File: src/rtl/seq_chunk_adder.sv
// Multi-cycle WIDTH-bit adder: A+B+Cin evaluated CHUNK bits per clock through a single ripple slice.
// Optional SEQ_ADD_OVF_EN adds the ovf port carrying signed two's-complement overflow.
module seq_chunk_adder #(
  parameter int WIDTH = 16,
  parameter int CHUNK = 4
) (
  input  logic             clk,
  input  logic             rst,
  input  logic             start,
  input  logic [WIDTH-1:0] a,
  input  logic [WIDTH-1:0] b,
  input  logic             cin,
  output logic             busy,
  output logic             done,
  output logic [WIDTH-1:0] sum,
`ifdef SEQ_ADD_OVF_EN
  output logic             ovf,
`endif
  output logic             cout
);

  localparam int NCHUNK = (CHUNK > 0) ? (WIDTH / CHUNK) : 1;
  localparam int IDX_W  = (NCHUNK > 1) ? $clog2(NCHUNK) : 1;

  if ((CHUNK < 1) ? 1'b1 : ((WIDTH % CHUNK) != 0)) begin : g_param_check
    $error("seq_chunk_adder: WIDTH must be a positive multiple of CHUNK");
  end

  typedef enum logic [1:0] {
    IDLE = 2'd0,
    ADD  = 2'd1,
    DONE = 2'd2
  } state_t;

  state_t           state;
  state_t           state_nx;
  logic             accept;
  logic             last;
  logic [IDX_W-1:0] idx;
  logic             carry;
  logic [WIDTH-1:0] a_r;
  logic [WIDTH-1:0] b_r;
  logic [CHUNK:0]   slice;

  // One CHUNK-bit ripple slice; bit CHUNK of the result is the slice carry-out.
  function automatic logic [CHUNK:0] chunk_add(input logic [CHUNK-1:0] x,
                                               input logic [CHUNK-1:0] y,
                                               input logic             c);
    return {1'b0, x} + {1'b0, y} + {{CHUNK{1'b0}}, c};
  endfunction

  assign last  = (idx == IDX_W'(NCHUNK - 1));
  assign slice = chunk_add(a_r[idx*CHUNK +: CHUNK], b_r[idx*CHUNK +: CHUNK], carry);
  assign busy  = (state == ADD);
  assign done  = (state == DONE);

  always_comb begin
    state_nx = state;
    accept   = 1'b0;
    case (state)
      IDLE: begin
        if (start) begin
          accept   = 1'b1;
          state_nx = ADD;
        end
      end
      ADD: begin
        if (last) state_nx = DONE;
      end
      DONE: begin
        // Back-to-back requests skip IDLE entirely.
        if (start) begin
          accept   = 1'b1;
          state_nx = ADD;
        end else begin
          state_nx = IDLE;
        end
      end
      default: state_nx = IDLE;
    endcase
  end

  // Captured operands are data only and carry no reset.
  always_ff @(posedge clk) begin
    if (accept) begin
      a_r <= a;
      b_r <= b;
    end
  end

  always_ff @(posedge clk) begin
    if (rst) begin
      state <= IDLE;
      idx   <= '0;
      carry <= 1'b0;
      sum   <= '0;
      cout  <= 1'b0;
`ifdef SEQ_ADD_OVF_EN
      ovf   <= 1'b0;
`endif
    end else begin
      state <= state_nx;
      if (accept) begin
        carry <= cin;
        idx   <= '0;
        sum   <= '0;
      end else if (state == ADD) begin
        sum[idx*CHUNK +: CHUNK] <= slice[CHUNK-1:0];
        carry <= slice[CHUNK];
        idx   <= last ? '0 : idx + 1'b1;
        if (last) begin
          cout <= slice[CHUNK];
`ifdef SEQ_ADD_OVF_EN
          // Carry into the MSB is a^b^sum at that bit; XOR with carry out.
          ovf  <= a_r[WIDTH-1] ^ b_r[WIDTH-1] ^ slice[CHUNK-1] ^ slice[CHUNK];
`endif
        end
      end
    end
  end

endmodule

File: config.mk
export PLATFORM = sky130hd
export DESIGN_NAME = seq_chunk_adder
export DESIGN_NICKNAME = d
export VERILOG_FILES = /design/src/rtl/seq_chunk_adder.sv
export SDC_FILE = /design/constraint.sdc
export NUM_CORES = 1
export LEC_CHECK = 0
export CELL_PAD_IN_SITES_DETAIL_PLACEMENT = 1
export CELL_PAD_IN_SITES_GLOBAL_PLACEMENT = 1
export CORE_UTILIZATION = 39
export CTS_CLUSTER_SIZE = 20
export DETAILED_ROUTE_END_ITERATION = 8
export PLACE_DENSITY = 0.85
export RECOVER_POWER = 50
export SLEW_MARGIN = 0
export SYNTH_ARGS = -nofsm -noshare
export SYNTH_HDL_FRONTEND = slang
export SYNTH_SLANG_ARGS = --single-unit
File: constraint.sdc
create_clock -name clk -period 2.9 [get_ports clk]
set_input_delay 0.58 -clock clk [delete_from_list [all_inputs] [get_ports clk]]
set_output_delay 0.58 -clock clk [all_outputs]
set_load 0.005 [all_outputs]
==> results.py, run 1 <==
metrics = {
    "floorplanning": {
        "die-area_sq_mm": 0.00604,
        "start_util": 0.406,
        "die_h_um": 77.7,
        "io_pins": 55,
        "rows": 27,
        "core-area_sq_mm": 0.00551,
        "die_w_um": 77.7,
    },
    "sta": {
        "fmax_ghz": 0.392,
        "period_share": 0.879,
        "post-route-min-period_ps": 2550,
        "maxSlewViolCount": 0,
        "rsz0062_at_grt": "false",
        "worst_slew_pin_slew_ps": 788,
        "setup_viol": 0,
        "fin_skew_ps": 6.08,
        "finalHoldViolCount": 0,
        "slew_headroom": 0.475,
        "setup_tns_ps": 0,
    },
    "clock_tree": {
        "cts.repair.resized": 0,
        "worstSkewPairLatency_ps": 300,
        "cts-htree-levels": 2,
        "clk_path_buf_depth": 2,
        "cts_made_buffers": 5,
        "cts_tree": "built",
        "clock-sinks": 54,
        "cts-root-buf": "clkbuf_8",
        "hold_buffers": 0,
        "postCtsSetupRepairBufs": 0,
        "clkSlewWorstSetupHoldPaths_ps": 90,
    },
    "routing": {
        "vias": 1455,
        "ant_nets": 0,
        "wirelength_um": 4650,
        "wire_per_inst_um": 16.1,
        "avgViaCountPerCell": 5.05,
        "drc_errors": 0,
        "drt_first_iter_violations": 73,
        "first_pass_iters": 4,
    },
    "power": {
        "swShare": 0.245,
        "ir_worst_vdd_uv": 371,
        "cell_internal_pwr_mw": 1.12,
        "p_per_area_mw_per_mm2": 503,
        "p_switching_mw": 0.364,
        "pwr-share-seq": 0.584,
        "combPwrFrac": 0.143,
        "power.leakage_nw": 1.03,
        "p_clk_frac": 0.273,
    },
    "worst_hold_path": {
        "min_delay_path_depth": 2,
        "min_path_type": "reg2reg",
        "worstHoldStart": "sum[7]",
        "hold_end": "sum[7]",
    },
    "critical_path": {
        "endpoint_kind": "register",
        "crit_fanout": 4,
        "rr_endpoint": "carry",
        "worstRegToRegCells": 7,
        "reg2reg_from": "idx[0]",
        "cp-start-kind": "register",
        "crit_type": "reg2reg",
        "cp.required_ps": 3100,
        "r2r_slack_ps": 350,
        "arrival_ps": 2750,
    },
    "global_routing": {
        "grt_usage": 0.171,
        "grt_max_degree": 34,
        "grt-ovfl-total": 0,
        "grt_pass1_vias": 1580,
        "grt_antenna_before_repair": 0,
        "grt_pass1_wl_um": 7730,
    },
    "placed_design": {
        "place_inst": 280,
        "portBuffers": 54,
        "place_hpwl_um": 3490,
        "finalWeightedCongestion": 0.794,
        "place_area_sq_mm": 0.00287,
    },
    "cells_and_area": {
        "finalNonFillerCells": 288,
        "fill_cells": 558,
        "area_growth_pct": 31.9,
        "final_area_sq_mm": 0.00295,
        "finalCoreUtilization": 0.535,
        "diodes": 0,
        "nets": 262,
        "layout-drive-gt1-share": 0.106,
    },
    "yosys": {
        "synthCells": 155,
        "yosys_warnings": 0,
        "avgSynthCellArea_sq_um": 14.4,
        "synth.distinct_cells": 29,
        "syn_nets": 202,
        "synth_seq_area_share": 0.627,
        "synth_area_sq_mm": 0.00223,
        "ys_seq_elements": 54,
    },
    "status": {
        "status": "finished clean",
    },
    "run": {
        "drv_cap": 0,
    },
}
-- sequential cells by signal, summed over array words and instances, names as in the netlist --
| signal | count |
|---|---|
| carry | 1 |
| state | 2 |
| b_r | 16 |
| cout | 1 |
| sum | 16 |
| idx | 2 |
| a_r | 16 |
-- stage by stage --
| stage | power, mW | worst slack (ps) | hold WS [ps] |
|---|---|---|---|
| floorplan | 1.01 | 179 | 478 |
| global placement | 1.10 | 428 | 479 |
| detailed placement | 1.11 | 334 | 479 |
| CTS | 1.51 | 324 | 507 |
| global route | 1.55 | 232 | 526 |
| finish | 1.48 | 350 | 504 |
-- how the worst max path moves through the flow --
stage / start / to / slack (ps) / depth (start not counted)
detailed placement: idx[0] / carry / 330 / 7
CTS: idx[0] / carry / 320 / 7
floorplan: idx[0] / carry / 180 / 8
finish: idx[0] / carry / 350 / 7
global placement: idx[0] / carry / 430 / 7
global route: idx[0] / carry / 230 / 7
-- layer usage --
metal | GRT usage | vias up | part of all wire
li1 | - | 696 | -
met1 | 0.211 | 708 | 0.42
met2 | 0.288 | 47 | 0.53
met3 | 0.0424 | 4 | 0.038
met4 | 0.0623 | 0 | 0.0077
met5 | 0 | - | 0
-- layout make-up --
type | instances | area [sq um] | area share
clock inverter | 3 | 16.3 | 0.00552
tap | 72 | 90.1 | 0.0306
timing repair buffer | 59 | 572 | 0.194
clock buffer | 5 | 68.8 | 0.0234
sequential | 54 | 1400 | 0.476
inverter | 4 | 15.0 | 0.00510
multi-input combinational | 91 | 783 | 0.266
-- synthesized netlist by cell type (all sizes together) --
cell type | instances | area, sq um
a211o | 1 | 8.76
edfxtp | 32 | 961
ha | 9 | 113
o21ai | 1 | 5.00
a22oi | 12 | 90.1
a311oi | 1 | 8.76
inv | 4 | 15.0
nor2 | 23 | 86.3
nor2b | 1 | 6.26
mux4 | 8 | 180
a32oi | 4 | 35.0
nand2b | 5 | 31.3
nor4 | 4 | 76.3
a21oi | 4 | 20.0
o21bai | 1 | 7.51
nor3 | 1 | 5.00
clkbuf | 1 | 3.75
dfxtp | 22 | 440
a21o | 1 | 7.51
nand2 | 10 | 37.5
xor2 | 1 | 8.76
or3b | 1 | 8.76
fa | 2 | 40.0
a211oi | 1 | 7.51
buf | 5 | 31.3
-- critical path, cell delays in order (launching register included) --
cell and delay [ps]:
dfxtp_1 410, mux4_2 540, fa_1 460, fa_1 430, a21o_1 190, a21oi_1 200
a211o_1 160, o21ai_1 60
-- power groups by stage --
| stage | clock [mW] | sequential (mW) | combinational, mW |
|---|---|---|---|
| 3_5_place_dp | 0 | 0.884 | 0.223 |
| 3_3_place_gp | 0 | 0.880 | 0.215 |
| 6_report | 0.405 | 0.866 | 0.212 |
| 5_1_grt | 0.443 | 0.870 | 0.233 |
| 4_1_cts | 0.417 | 0.867 | 0.223 |
| 2_1_floorplan | 0 | 0.880 | 0.128 |
-- logic make-up after synthesis --
logic type / after synthesis / synth area share
multiplexers: 8 / 0.0806
AND/OR/NAND/NOR: 45 / 0.113
adder cells (fa/ha/maj): 11 / 0.0683
XOR/XNOR: 1 / 0.00392
flip-flops: 54 / 0.627
buffers and inverters: 10 / 0.0224
AO/OA/AOI/OAI: 26 / 0.0851
-- cell usage in the layout (no fill, tap or decap), drive strengths merged --
| master | count |
|---|---|
| nor3 | 1 |
| a22oi | 12 |
| dlygate4sd3 | 33 |
| o21ai | 1 |
| a211o | 1 |
| dfxtp | 22 |
| nor2b | 1 |
| clkinv | 3 |
| nand2b | 5 |
| ha | 9 |
| edfxtp | 32 |
| a21oi | 4 |
| xor2 | 1 |
| or3b | 1 |
| fa | 2 |
| nand2 | 10 |
| nor4 | 4 |
| clkdlybuf4s50 | 21 |
| mux4 | 8 |
| a311oi | 1 |
| a21o | 1 |
| nor2 | 23 |
| o21bai | 1 |
| clkbuf | 7 |
| a211oi | 1 |
| buf | 3 |
| a32oi | 4 |
| inv | 4 |
Power figures use the tool's default switching activity.
==> run 2, diff against run 1 <==
- GPL_ROUTABILITY_DRIVEN: default -> 0
==> results of run 2 <==
No change in the layout: final DEF, timing and power equal those of run 1.
